===== config.mk =====
export PLATFORM = sky130hd
export DESIGN_NAME = right_shifter_seq
export DESIGN_NICKNAME = d
export VERILOG_FILES = /design/src/rtl/shifter_pkg.sv /design/src/rtl/right_shift_stage.sv /design/src/rtl/right_shifter_seq.sv
export SDC_FILE = /design/constraint.sdc
export NUM_CORES = 1
export LEC_CHECK = 0
export BUFFER_PORTS_ARGS = -buffer_cell sky130_fd_sc_hd__buf_2
export CAP_MARGIN = 5
export CORE_AREA = 2 2 169 171
export DETAILED_ROUTE_END_ITERATION = 10
export DIE_AREA = 0 0 171 173
export PLACE_DENSITY_LB_ADDON = 0.1
export RECOVER_POWER = 100
export SLEW_MARGIN = 20
export SYNTH_ARGS = -nofsm -noshare
export SYNTH_HDL_FRONTEND = slang
export SYNTH_SLANG_ARGS = --single-unit

===== constraint.sdc =====
create_clock -name clk -period 2.7 [get_ports clk]
set_input_delay 0.27 -clock clk [delete_from_list [all_inputs] [get_ports clk]]
set_output_delay 0.27 -clock clk [all_outputs]
set_load 0.03 [all_outputs]

===== src/rtl/shifter_pkg.sv =====
// Shared shifter definitions: operand width, shift-amount width and FSM state type.
// Used by right_shifter_seq, left_lshifter and the ALU result path.
package shifter_pkg;

  localparam int XLEN    = 64;
  localparam int SHAMT_W = $clog2(XLEN);
  localparam int STAGE_W = $clog2(SHAMT_W);

  typedef enum logic [1:0] {
    IDLE  = 2'd0,
    SHIFT = 2'd1,
    DONE  = 2'd2
  } rshift_state_t;

endpackage


===== src/rtl/right_shift_stage.sv =====
// One log2 stage of the right shifter: shifts by 2^stage when en is set,
// filling vacated upper bits with the fill bit.
module right_shift_stage
  import shifter_pkg::*;
(
  input  logic [XLEN-1:0]    data,
  input  logic [STAGE_W-1:0] stage,
  input  logic               en,
  input  logic               fill,
  output logic [XLEN-1:0]    d_out
);

  logic [SHAMT_W:0] w_amt;
  logic [XLEN-1:0]  w_logical;
  logic [XLEN-1:0]  w_fill_mask;

  assign w_amt       = (SHAMT_W + 1)'(1) << stage;
  assign w_logical   = data >> w_amt;
  // Ones exactly in the bit positions vacated by the shift.
  assign w_fill_mask = ~({XLEN{1'b1}} >> w_amt);

  always_comb begin
    d_out = data;
    if (en) begin
      d_out = fill ? (w_logical | w_fill_mask) : w_logical;
    end
  end

endmodule


===== src/rtl/right_shifter_seq.sv =====
// Multi-cycle 64-bit right shifter (logical/arithmetic), one log2 stage per clock,
// valid/ready on both sides.
//
// state | meaning
// IDLE  | in_ready=1, waiting for in_valid; operands latched on accept
// SHIFT | applying stages SHAMT_W-1 down to 0, one per edge
// DONE  | out_valid=1, s held until out_ready
module right_shifter_seq
  import shifter_pkg::*;
(
  input  logic            clk,
  input  logic            rst_n,
  input  logic            in_valid,
  output logic            in_ready,
  input  logic [XLEN-1:0] a,
  input  logic [XLEN-1:0] b,
  input  logic            arith,
  output logic            out_valid,
  input  logic            out_ready,
  output logic [XLEN-1:0] s,
  output logic            busy
);

  rshift_state_t      r_state;
  logic [XLEN-1:0]    r_data;
  logic [SHAMT_W-1:0] r_shamt;
  logic [STAGE_W-1:0] r_stage;
  logic               r_fill;
  logic [XLEN-1:0]    r_s;
  logic               r_out_valid;
  logic               r_in_ready;
  logic               r_busy;

  logic [XLEN-1:0]    w_next_data;
  logic               w_stage_en;
  logic               w_unused_b_hi;

  // Only the low SHAMT_W bits of b select the shift; the rest is don't-care.
  assign w_unused_b_hi = ^b[XLEN-1:SHAMT_W];

  assign w_stage_en = r_shamt[r_stage];

  right_shift_stage u_stage (
    .data  (r_data),
    .stage (r_stage),
    .en    (w_stage_en),
    .fill  (r_fill),
    .d_out (w_next_data)
  );

  always_ff @(posedge clk or negedge rst_n) begin
    if (!rst_n) begin
      r_state     <= IDLE;
      r_data      <= '0;
      r_shamt     <= '0;
      r_stage     <= '0;
      r_fill      <= 1'b0;
      r_s         <= '0;
      r_out_valid <= 1'b0;
      r_in_ready  <= 1'b1;
      r_busy      <= 1'b0;
    end else begin
      case (r_state)
        IDLE: begin
          if (in_valid) begin
            r_data     <= a;
            r_shamt    <= b[SHAMT_W-1:0];
            r_fill     <= arith & a[XLEN-1];
            r_stage    <= STAGE_W'(SHAMT_W - 1);
            r_in_ready <= 1'b0;
            r_busy     <= 1'b1;
            r_state    <= SHIFT;
          end
        end
        SHIFT: begin
          r_data <= w_next_data;
          if (r_stage == '0) begin
            r_s         <= w_next_data;
            r_out_valid <= 1'b1;
            r_state     <= DONE;
          end else begin
            r_stage <= r_stage - STAGE_W'(1);
          end
        end
        DONE: begin
          if (out_ready) begin
            r_out_valid <= 1'b0;
            r_in_ready  <= 1'b1;
            r_busy      <= 1'b0;
            r_state     <= IDLE;
          end
        end
        default: begin
          r_out_valid <= 1'b0;
          r_in_ready  <= 1'b1;
          r_busy      <= 1'b0;
          r_state     <= IDLE;
        end
      endcase
    end
  end

  assign in_ready  = r_in_ready;
  assign out_valid = r_out_valid;
  assign s         = r_s;
  assign busy      = r_busy;

endmodule


==> flow_metrics.py, run 1 <==
metrics = {
    "critical_path": {
        "crit_path_start_kind": "flip-flop",
        "cp_slowest_cell": "dfrtp_1",
        "critical-path-top-delay-family": "buffers and inverters",
        "end_kind": "flip-flop",
        "cp_cell_sequence": "inv_2 > ha_2 > buf_12 > and3b_2 > buf_12 > buf_12 > a2bb2oi_1 > nand3_2 > o32ai_2 > buf_4 > a211oi_2 > buf_4 > o31ai_2",
        "cp_max_fo": 14,
        "crit_type": "flip-flop to flip-flop",
        "arrival_ps": 3150,
        "critPathBufInv": 6,
        "crit_top_cell": "buf_12",
        "worst_ep_required_time_ps": 3040,
        "slowest_delay_ps": 390,
    },
    "cells_and_area": {
        "stdcell_count": 2306,
        "fin_nets": 2052,
        "design_area_sq_mm": 0.0185,
        "drive_above_1_share_pct": 43.0,
        "area_delta_synth_final_pct": 51.2,
        "num-fill-cells": 2338,
        "register_area_sq_mm": 0.00358,
        "multiInputGateArea_sq_mm": 0.00922,
    },
    "detailed_routing": {
        "drcViolationCount": 0,
        "drt_iter0_markers": 2307,
        "route.detailed.wl_per_inst_um": 30.9,
        "vias": 16000,
        "viasPerCell": 6.94,
        "dr.pass1.iters": 8,
        "ant_nets": 0,
        "routed_wl_um": 71300,
    },
    "logic_synthesis": {
        "yosys_warnings": 0,
        "netlist_area_sq_mm": 0.0123,
        "synth_commonest_cells": "dfrtp_1, nand2_1, o21ai_0",
        "ys_top_cells_by_area": "dfrtp_1, mux2i_1, o21ai_0, nand2_1, a22oi_1",
        "synthFlopType": "dfrtp_1",
        "ys_async_sr_fraction_pct": 100,
        "synthesis.nets": 1611,
        "synthCells": 1473,
        "seq_area_frac_synth_pct": 29.2,
        "yosysMostFrequentCell": "dfrtp_1",
        "synth_enable_flop_cells": 0,
        "synth_top_area_share_pct": 29.0,
        "synth_cell_type_count": 101,
        "ys_ff_latch": 143,
        "yosysTopAreaCell": "dfrtp_1",
        "syn_avg_cell_area_sq_um": 8.32,
    },
    "placed_design": {
        "io_buffer_count": 141,
        "dp.cells": 2217,
        "gp_congestion": 1.08,
        "place_area_sq_mm": 0.0159,
        "dpl_worst_slack_ps": -444,
        "post-dp-hpwl_um": 53600,
    },
    "die": {
        "rows": 61,
        "core_sq_mm": 0.0276,
        "initial_utilization_pct": 44.3,
        "ioPinCount": 200,
        "die_w_um": 171,
        "die-area_sq_mm": 0.0296,
        "chipHeight_um": 173,
    },
    "clock_network": {
        "numCtsBuffers": 17,
        "clock_sinks": 143,
        "cts_max_path_buffers": 2,
        "root_buffer": "clkbuf_16",
        "cts_tree": "yes",
        "clkLatencyLatePin_ps": 450,
        "clkSlewWorstSetupHoldPaths_ps": 70,
        "htreeDepth": 4,
    },
    "global_route": {
        "grtUsageTotal_pct": 46.8,
        "grt_max_degree": 66,
        "grt_first_pass_wirelength_um": 102000,
        "grt_pass1_vias": 15300,
        "grt_overflow": 0,
        "antenna_found_initial": 1,
    },
    "timing": {
        "final-hold-violation-count": 0,
        "slew_headroom_pct": -24.5,
        "setup_viol": 33,
        "fin_ws_ps": -103,
        "drv_slew": 62,
        "period_needed_ps": 2800,
        "fmaxAchievable_ghz": 0.357,
        "skew_ps": 13.3,
        "fin_crit_sh_pct": 104,
        "tightest_slew_ps": 1870,
        "setup_tns_ps": -1280,
        "rsz0062_at_grt": "true",
    },
    "run_status": {
        "status": "finished, violations left",
        "violations": "capacitance limit, slew limit, setup timing",
    },
    "job": {
        "max_cap_viol_count": 1,
    },
    "min_path": {
        "hp-class": "input port to flip-flop",
    },
}
-- worst min-delay path: cells and delay by family --
kind / cells / cell delay, ps
buffers and inverters: 1 / 70
and+or+nand+nor: 2 / 80
-- per-stage QoR --
step | hold WS, ps | util, %
after detailed placement | 331 | 57.5
final | 12.6 | 67.1
after CTS | 1.17 | 62.7
after global routing | 17.4 | 67.1
after floorplan | -25.6 | -
after global placement | 324 | 57.5
-- cell usage in the layout (no fill, tap or decap), types with 11 or more instances in the layout --
cell type and instances:
nor3_1 14, a2bb2oi_1 21, buf_12 34, a21oi_2 17, clkbuf_1 67, nand3_1 21, nor2b_1 11, a21oi_1 68
clkbuf_16 17, nor3b_1 26, a31oi_1 32, inv_1 11, nand2_1 133, a22oi_1 44, dfrtp_1 141, nand3b_1 11
mux2i_1 56, nand3_2 11, o21ai_0 103, mux4_2 12, o21ai_1 52, o31ai_1 14, o22a_1 15, o211ai_1 19
nor2_1 74, nand4_1 17, mux2i_4 12, a22oi_2 22, buf_6 24, o22ai_1 47, buf_2 75, mux2i_2 17
buf_4 377, nand2b_1 13
-- layer usage --
metal | vias up | track usage [%] | wire length, um
li1 | 6612 | - | -
met1 | 7643 | 58.9 | 25700
met2 | 1317 | 70.1 | 30500
met3 | 426 | 11.1 | 8330
met4 | 0 | 32.9 | 6760
met5 | - | 0 | 0
-- sequential cells by signal, summed over array words and instances, names as in the netlist, 2 cells and up --
| register | flops |
|---|---|
| r_shamt | 6 |
| r_stage | 3 |
| r_data | 64 |
| r_state | 2 |
| s | 64 |
-- worst paths after layout --
| path | start | endpoint | slack (ps) | depth (start not counted) |
|---|---|---|---|---|
| min reg2reg | s[13] | s[13] | 480 | 2 |
| max reg2reg | r_stage[1] | r_data[20] | -100 | 13 |
| min in group asynchronous | rst_n | r_data[26] | 850 | 2 |
| max in group asynchronous | rst_n | s[15] | 410 | 3 |
| min | b[2] | r_shamt[2] | 10 | 3 |
| max | r_stage[1] | r_data[20] | -100 | 13 |
-- cell families (layout without fill, tap and decap cells) --
family                   Yosys count  in the layout  synth area share, %
flip-flops                       143            143                 29.2
AND/OR/NAND/NOR                  407            407                 17.2
other                              0              1                    0
buffers and inverters            186            640                 8.11
multiplexers                     103            103                 9.83
AO/OA/AOI/OAI                    629            629                 35.1
adder cells (fa/ha/maj)            5              5                0.511
-- final cells by class --
cell class | instances | share of cell area (%)
Clock inverter | 15 | 0.912
Clock buffer | 17 | 2.30
Antenna cell | 1 | 0.0135
Timing Repair Buffer | 590 | 24.7
Sequential cell | 143 | 19.3
Tap cell | 378 | 2.55
Multi-Input combinational cell | 1144 | 49.8
Inverter | 18 | 0.385
-- what timing repair did --
item / CTS / global route
hold buffers: 1 / 0
pin swaps: 21 / 67
setup buffers: 24 / 31
resized for setup: 114 / 215
gates cloned: 2 / 1
setup endpoints to repair: 100 / 113
hold endpoints to repair: 58 / 0
Power of run 1 is left out: the tool's default activity adds up to more than one toggle a clock period on the data nets, which glitch-free logic cannot reach.
==> run 2: changes to the inputs <==
==> constraint.sdc (replaced) <==
create_clock -name clk -period 3.5 [get_ports clk]
set_input_delay 0.35 -clock clk [delete_from_list [all_inputs] [get_ports clk]]
set_output_delay 0.35 -clock clk [all_outputs]
set_load 0.03 [all_outputs]
==> run 2 against run 1 <==
Net effect:
- routed wire length down 13%
- first-iteration DRC count down 19%
- clock skew down 0.63 ps
- cell count down 13%
- critical path type unchanged
- clock-buffer cell count unchanged
- critical path depth down 2
- the flow finishes with violations (capacitance limit, slew limit)
- register-to-register slack better by 180 ps
- non-clock buffer count down 295
- worst hold slack better by 92 ps
- maximum frequency down 18%
- setup slack better by 180 ps
==> flow_metrics.py, run 2 (same netlist as run 1, synthesis figures left out) <==
metrics = {
    "run_status": {
        "status": "finished, violations left",
        "violations": "capacitance limit, slew limit",
    },
    "global_route": {
        "antenna_found_initial": 2,
        "grt_first_pass_wirelength_um": 91300,
        "grt_max_degree": 99,
        "grt_overflow": 0,
        "grtUsageTotal_pct": 41.8,
        "grt_pass1_vias": 13400,
    },
    "critical_path": {
        "end_kind": "flip-flop",
        "critPathBufInv": 4,
        "slowest_delay_ps": 580,
        "cp_cell_sequence": "inv_1 > ha_4 > buf_12 > buf_4 > mux2i_1 > a22oi_1 > o2111ai_1 > a22oi_1 > a211oi_1 > buf_4 > o21ai_1",
        "crit_path_start_kind": "flip-flop",
        "worst_ep_required_time_ps": 3870,
        "crit_type": "flip-flop to flip-flop",
        "cp_max_fo": 28,
        "arrival_ps": 3790,
        "cp_slowest_cell": "a22oi_1",
        "critical-path-top-delay-family": "compound AO/OA/AOI/OAI gates",
    },
    "timing": {
        "period_needed_ps": 3420,
        "fmaxAchievable_ghz": 0.292,
        "rsz0062_at_grt": "true",
        "final-hold-violation-count": 0,
        "skew_ps": 12.7,
        "drv_slew": 98,
        "tightest_slew_ps": 2550,
        "setup_viol": 0,
        "slew_headroom_pct": -70.3,
        "fin_crit_sh_pct": 97.8,
    },
    "job": {
        "max_cap_viol_count": 1,
    },
    "clock_network": {
        "ctsHoldBuffers": 0,
        "root_buffer": "clkbuf_16",
        "clkLatencyLatePin_ps": 440,
        "clkSlewWorstSetupHoldPaths_ps": 70,
        "cts_tree": "yes",
        "cts_max_path_buffers": 2,
        "clock_sinks": 143,
        "numCtsBuffers": 17,
        "htreeDepth": 4,
    },
    "detailed_routing": {
        "route.detailed.wl_per_inst_um": 30.8,
        "drt_iter0_markers": 1880,
        "routed_wl_um": 62000,
        "ant_nets": 0,
        "drcViolationCount": 0,
        "dr.pass1.iters": 6,
        "vias": 14100,
        "viasPerCell": 7.00,
    },
    "cells_and_area": {
        "fin_nets": 1757,
        "num-fill-cells": 2777,
        "most-common-layout-cells": "dfrtp_1, buf_4, nand2_1",
        "layout_commonest_cell": "dfrtp_1",
        "final_core_util_pct": 52.1,
        "drive_above_1_share_pct": 20.7,
        "area_delta_synth_final_pct": 17.4,
    },
    "die": {
        "ioPinCount": 200,
        "initial_utilization_pct": 44.3,
        "chipHeight_um": 173,
        "core_sq_mm": 0.0276,
        "die-area_sq_mm": 0.0296,
        "rows": 61,
        "die_w_um": 171,
    },
    "min_path": {
        "hp-class": "input port to flip-flop",
    },
    "placed_design": {
        "gp_congestion": 1.05,
        "post-dp-hpwl_um": 47000,
        "io_buffer_count": 141,
    },
}
[run 2: cell count changes in the layout (fill, tap and decap cells not counted), sizes merged]
cell,previous run,this run
buf,516,224
bufbuf,1,0
clkbuf,89,88
clkinv,6,7
dlygate4sd3,1,0
inv,23,22
[run 2: path summary, 6_finish.rpt]
| check | startpoint | cells after the start | slack [ps] | end |
|---|---|---|---|---|
| max | r_stage[0] | 11 | 80 | r_data[0] |
| min | b[1] | 3 | 100 | r_shamt[1] |
| max reg2reg | r_stage[0] | 11 | 80 | r_data[0] |
| min reg2reg | s[19] | 2 | 480 | s[19] |
| max in group asynchronous | rst_n | 1 | 940 | r_stage[2] |
| min in group asynchronous | rst_n | 1 | 630 | s[27] |
[run 2: through the flow]
stage | hold slack (ps) | setup WS [ps] | setup TNS [ps] | instances | area [sq um]
3_3_place_gp | 456 | 198 | 0 | 1977 | 13900
2_1_floorplan | 54.4 | 1060 | 0 | 1473 | 12300
6_report | 105 | 76.4 | 0 | 2011 | 14400
5_1_grt | 113 | -23.6 | -86.8 | 2010 | 14400
3_5_place_dp | 461 | 126 | 0 | 1977 | 13900
4_1_cts | 55.4 | 104 | 0 | 2009 | 14500
[run 2: cell type report]
class	count	area, sq um	area share (%)
timing repair buffer	295	1930	13.4
clock buffer	17	425	2.96
sequential	143	3580	24.9
multi-input combinational	1144	7750	53.8
inverter	18	67.6	0.470
tap	378	473	3.29
clock inverter	15	156	1.09
antenna	1	2.50	0.0174
[run 2: per-layer routing]
metal,share of wire [%],global-route usage [%]
met5,0.019,0
met4,7.2,24.4
met3,9.5,8.17
met2,43,61.8
met1,40,56.6
[run 2: repair_timing]
item / CTS / global route
endpoints found under the setup margin: 0 / 10
resized for setup: 0 / 3
buffers inserted: 0 / 1
[run 2: tightest hold or removal path: cells and delay by family]
family	cells	cell delay, ps
AND/OR/NAND/NOR	2	80
buffers and inverters	1	70
Power of run 2 is left out for the same reason.
==> run 3: changes to the inputs <==
--- a/config.mk
+++ b/config.mk
@@ -10,6 +10,7 @@
 export CORE_AREA = 2 2 169 171
 export DETAILED_ROUTE_END_ITERATION = 10
 export DIE_AREA = 0 0 171 173
+export MAX_ROUTING_LAYER = met4
 export PLACE_DENSITY_LB_ADDON = 0.1
 export RECOVER_POWER = 100
 export SLEW_MARGIN = 20
==> run 3 against run 2 <==
Net effect:
- the run still ends with capacitance limit, slew limit left
- core utilization shrank 0.65 points
- first-iteration DRC count grew 9.6%
- routed wire length is essentially flat
- final area shrank 1.2%
- cell count shrank 0.70%
- setup slack lost 50 ps
- global-route usage grew 1.1 points
- via count grew 0.44%
- critical path depth shrank 1
- maximum frequency shrank 1.5%
- largest cell class unchanged
==> flow_metrics.py, run 3 (same netlist as run 1, synthesis figures left out) <==
metrics = {
    "run_status": {
        "status": "finished, violations left",
        "violations": "capacitance limit, slew limit",
    },
    "cells_and_area": {
        "stdcell_count": 1997,
        "layout_commonest_cell": "o21ai_0",
        "fin_nets": 1743,
        "num-fill-cells": 2785,
        "most-common-layout-cells": "o21ai_0, dfrtp_1, nand2_1",
        "drive_above_1_share_pct": 18.2,
        "area_delta_synth_final_pct": 16.0,
    },
    "critical_path": {
        "slowest_delay_ps": 700,
        "cp_max_fo": 69,
        "end_kind": "flip-flop",
        "crit_path_start_kind": "flip-flop",
        "crit_type": "flip-flop to flip-flop",
        "critical-path-top-delay-family": "compound AO/OA/AOI/OAI gates",
        "worst_ep_required_time_ps": 3860,
        "crit_top_cell": "buf_12",
        "cp_cell_sequence": "inv_1 > ha_4 > buf_12 > buf_12 > nor3b_1 > a22oi_1 > o2111ai_1 > a2111oi_0 > o22ai_1 > a21oi_1",
        "cp_slowest_cell": "a2111oi_0",
        "regToRegSetupSlack_ps": 30,
        "critPathBufInv": 3,
        "arrival_ps": 3830,
    },
    "detailed_routing": {
        "wl_met3_um": 6530,
        "route.detailed.wl_per_inst_um": 31.0,
        "vias": 14100,
        "dr.pass1.iters": 7,
        "routed_wl_um": 61900,
        "drcViolationCount": 0,
        "drt_iter0_markers": 2061,
        "top_layer": "met4",
        "met1_length_um": 24400,
        "viasPerCell": 7.08,
        "wl_met2_um": 26400,
        "ant_nets": 0,
    },
    "timing": {
        "tightest_slew_ps": 1810,
        "skew_ps": 20.7,
        "fin_crit_sh_pct": 99.3,
        "slew_headroom_pct": -20.4,
        "rsz0062_at_grt": "false",
        "final-hold-violation-count": 0,
        "drv_slew": 71,
        "setup_viol": 0,
        "fmaxAchievable_ghz": 0.288,
        "period_needed_ps": 3470,
        "setup_tns_ps": 0,
    },
    "placed_design": {
        "post-dp-hpwl_um": 46300,
        "dp.cells": 1963,
        "io_buffer_count": 141,
        "gp_congestion": 1.06,
    },
    "clock_network": {
        "clkSlewWorstSetupHoldPaths_ps": 70,
        "clock_sinks": 143,
        "clkLatencyLatePin_ps": 450,
        "cts_max_path_buffers": 2,
        "htreeDepth": 4,
        "root_buffer": "clkbuf_16",
        "numCtsBuffers": 17,
        "cts_tree": "yes",
    },
    "die": {
        "initial_utilization_pct": 44.3,
        "chipHeight_um": 173,
        "die-area_sq_mm": 0.0296,
        "rows": 61,
        "ioPinCount": 200,
        "core_sq_mm": 0.0276,
        "die_w_um": 171,
    },
    "min_path": {
        "hp-class": "input port to flip-flop",
    },
    "global_route": {
        "grt_first_pass_wirelength_um": 90800,
        "grt_pass1_vias": 13300,
        "grtUsageTotal_pct": 42.9,
        "grt_overflow": 0,
        "grt_max_degree": 71,
        "antenna_found_initial": 1,
    },
    "job": {
        "max_cap_viol_count": 1,
    },
}
-- run 3: layer usage --
layer	vias up	GRT usage [%]
met2	1062	60.1
li1	5978	-
met3	264	8.95
met5	-	-
met1	6827	56.3
met4	0	26.3
-- run 3: layout make-up --
| type | instances | area, sq um | area share [%] |
|---|---|---|---|
| diodes | 1 | 2.50 | 0.0176 |
| clock buffers | 17 | 425 | 2.99 |
| clock inverters | 15 | 189 | 1.33 |
| inverters | 18 | 67.6 | 0.475 |
| multi-input cells | 1144 | 7670 | 54.0 |
| flip-flops and latches | 143 | 3580 | 25.2 |
| well taps | 378 | 473 | 3.33 |
| repair buffers | 281 | 1800 | 12.6 |
-- run 3: through the flow --
step | area [sq um] | hold WS, ps | util (%) | worst slack, ps
6_report | 14200 | 99.6 | 51.4 | 25.9
5_1_grt | 14200 | 99.4 | 51.4 | 29.2
4_1_cts | 14500 | 85.2 | 52.3 | 203
3_5_place_dp | 13800 | 404 | 50.1 | 212
3_3_place_gp | 13800 | 407 | 50.1 | 267
2_1_floorplan | 12300 | 54.4 | - | 1060
-- run 3: path summary, 6_finish.rpt --
| path | from | end | cells after the start |
|---|---|---|---|
| setup / recovery | r_stage[1] | r_data[8] | 10 |
| hold / removal | b[1] | r_shamt[1] | 3 |
| setup reg to reg | r_stage[1] | r_data[8] | 10 |
| hold reg to reg | r_shamt[0] | r_shamt[0] | 2 |
| max in group asynchronous | rst_n | s[36] | 3 |
| min in group asynchronous | rst_n | s[27] | 2 |
-- run 3: timing repair --
item / 4_1_cts / 5_1_grt
hold buffers: 1 / 0
buffers inserted: 0 / 0
hold endpoints to repair: 68 / 0
setup endpoints to repair: 0 / 0
gates resized for setup: 0 / 0
-- run 3: worst min-delay path, delay by kind of cell --
| kind | cells | cell delay [ps] |
|---|---|---|
| buf+inv | 1 | 70 |
| simple gates | 2 | 80 |
Power of run 3 is left out for the same reason.
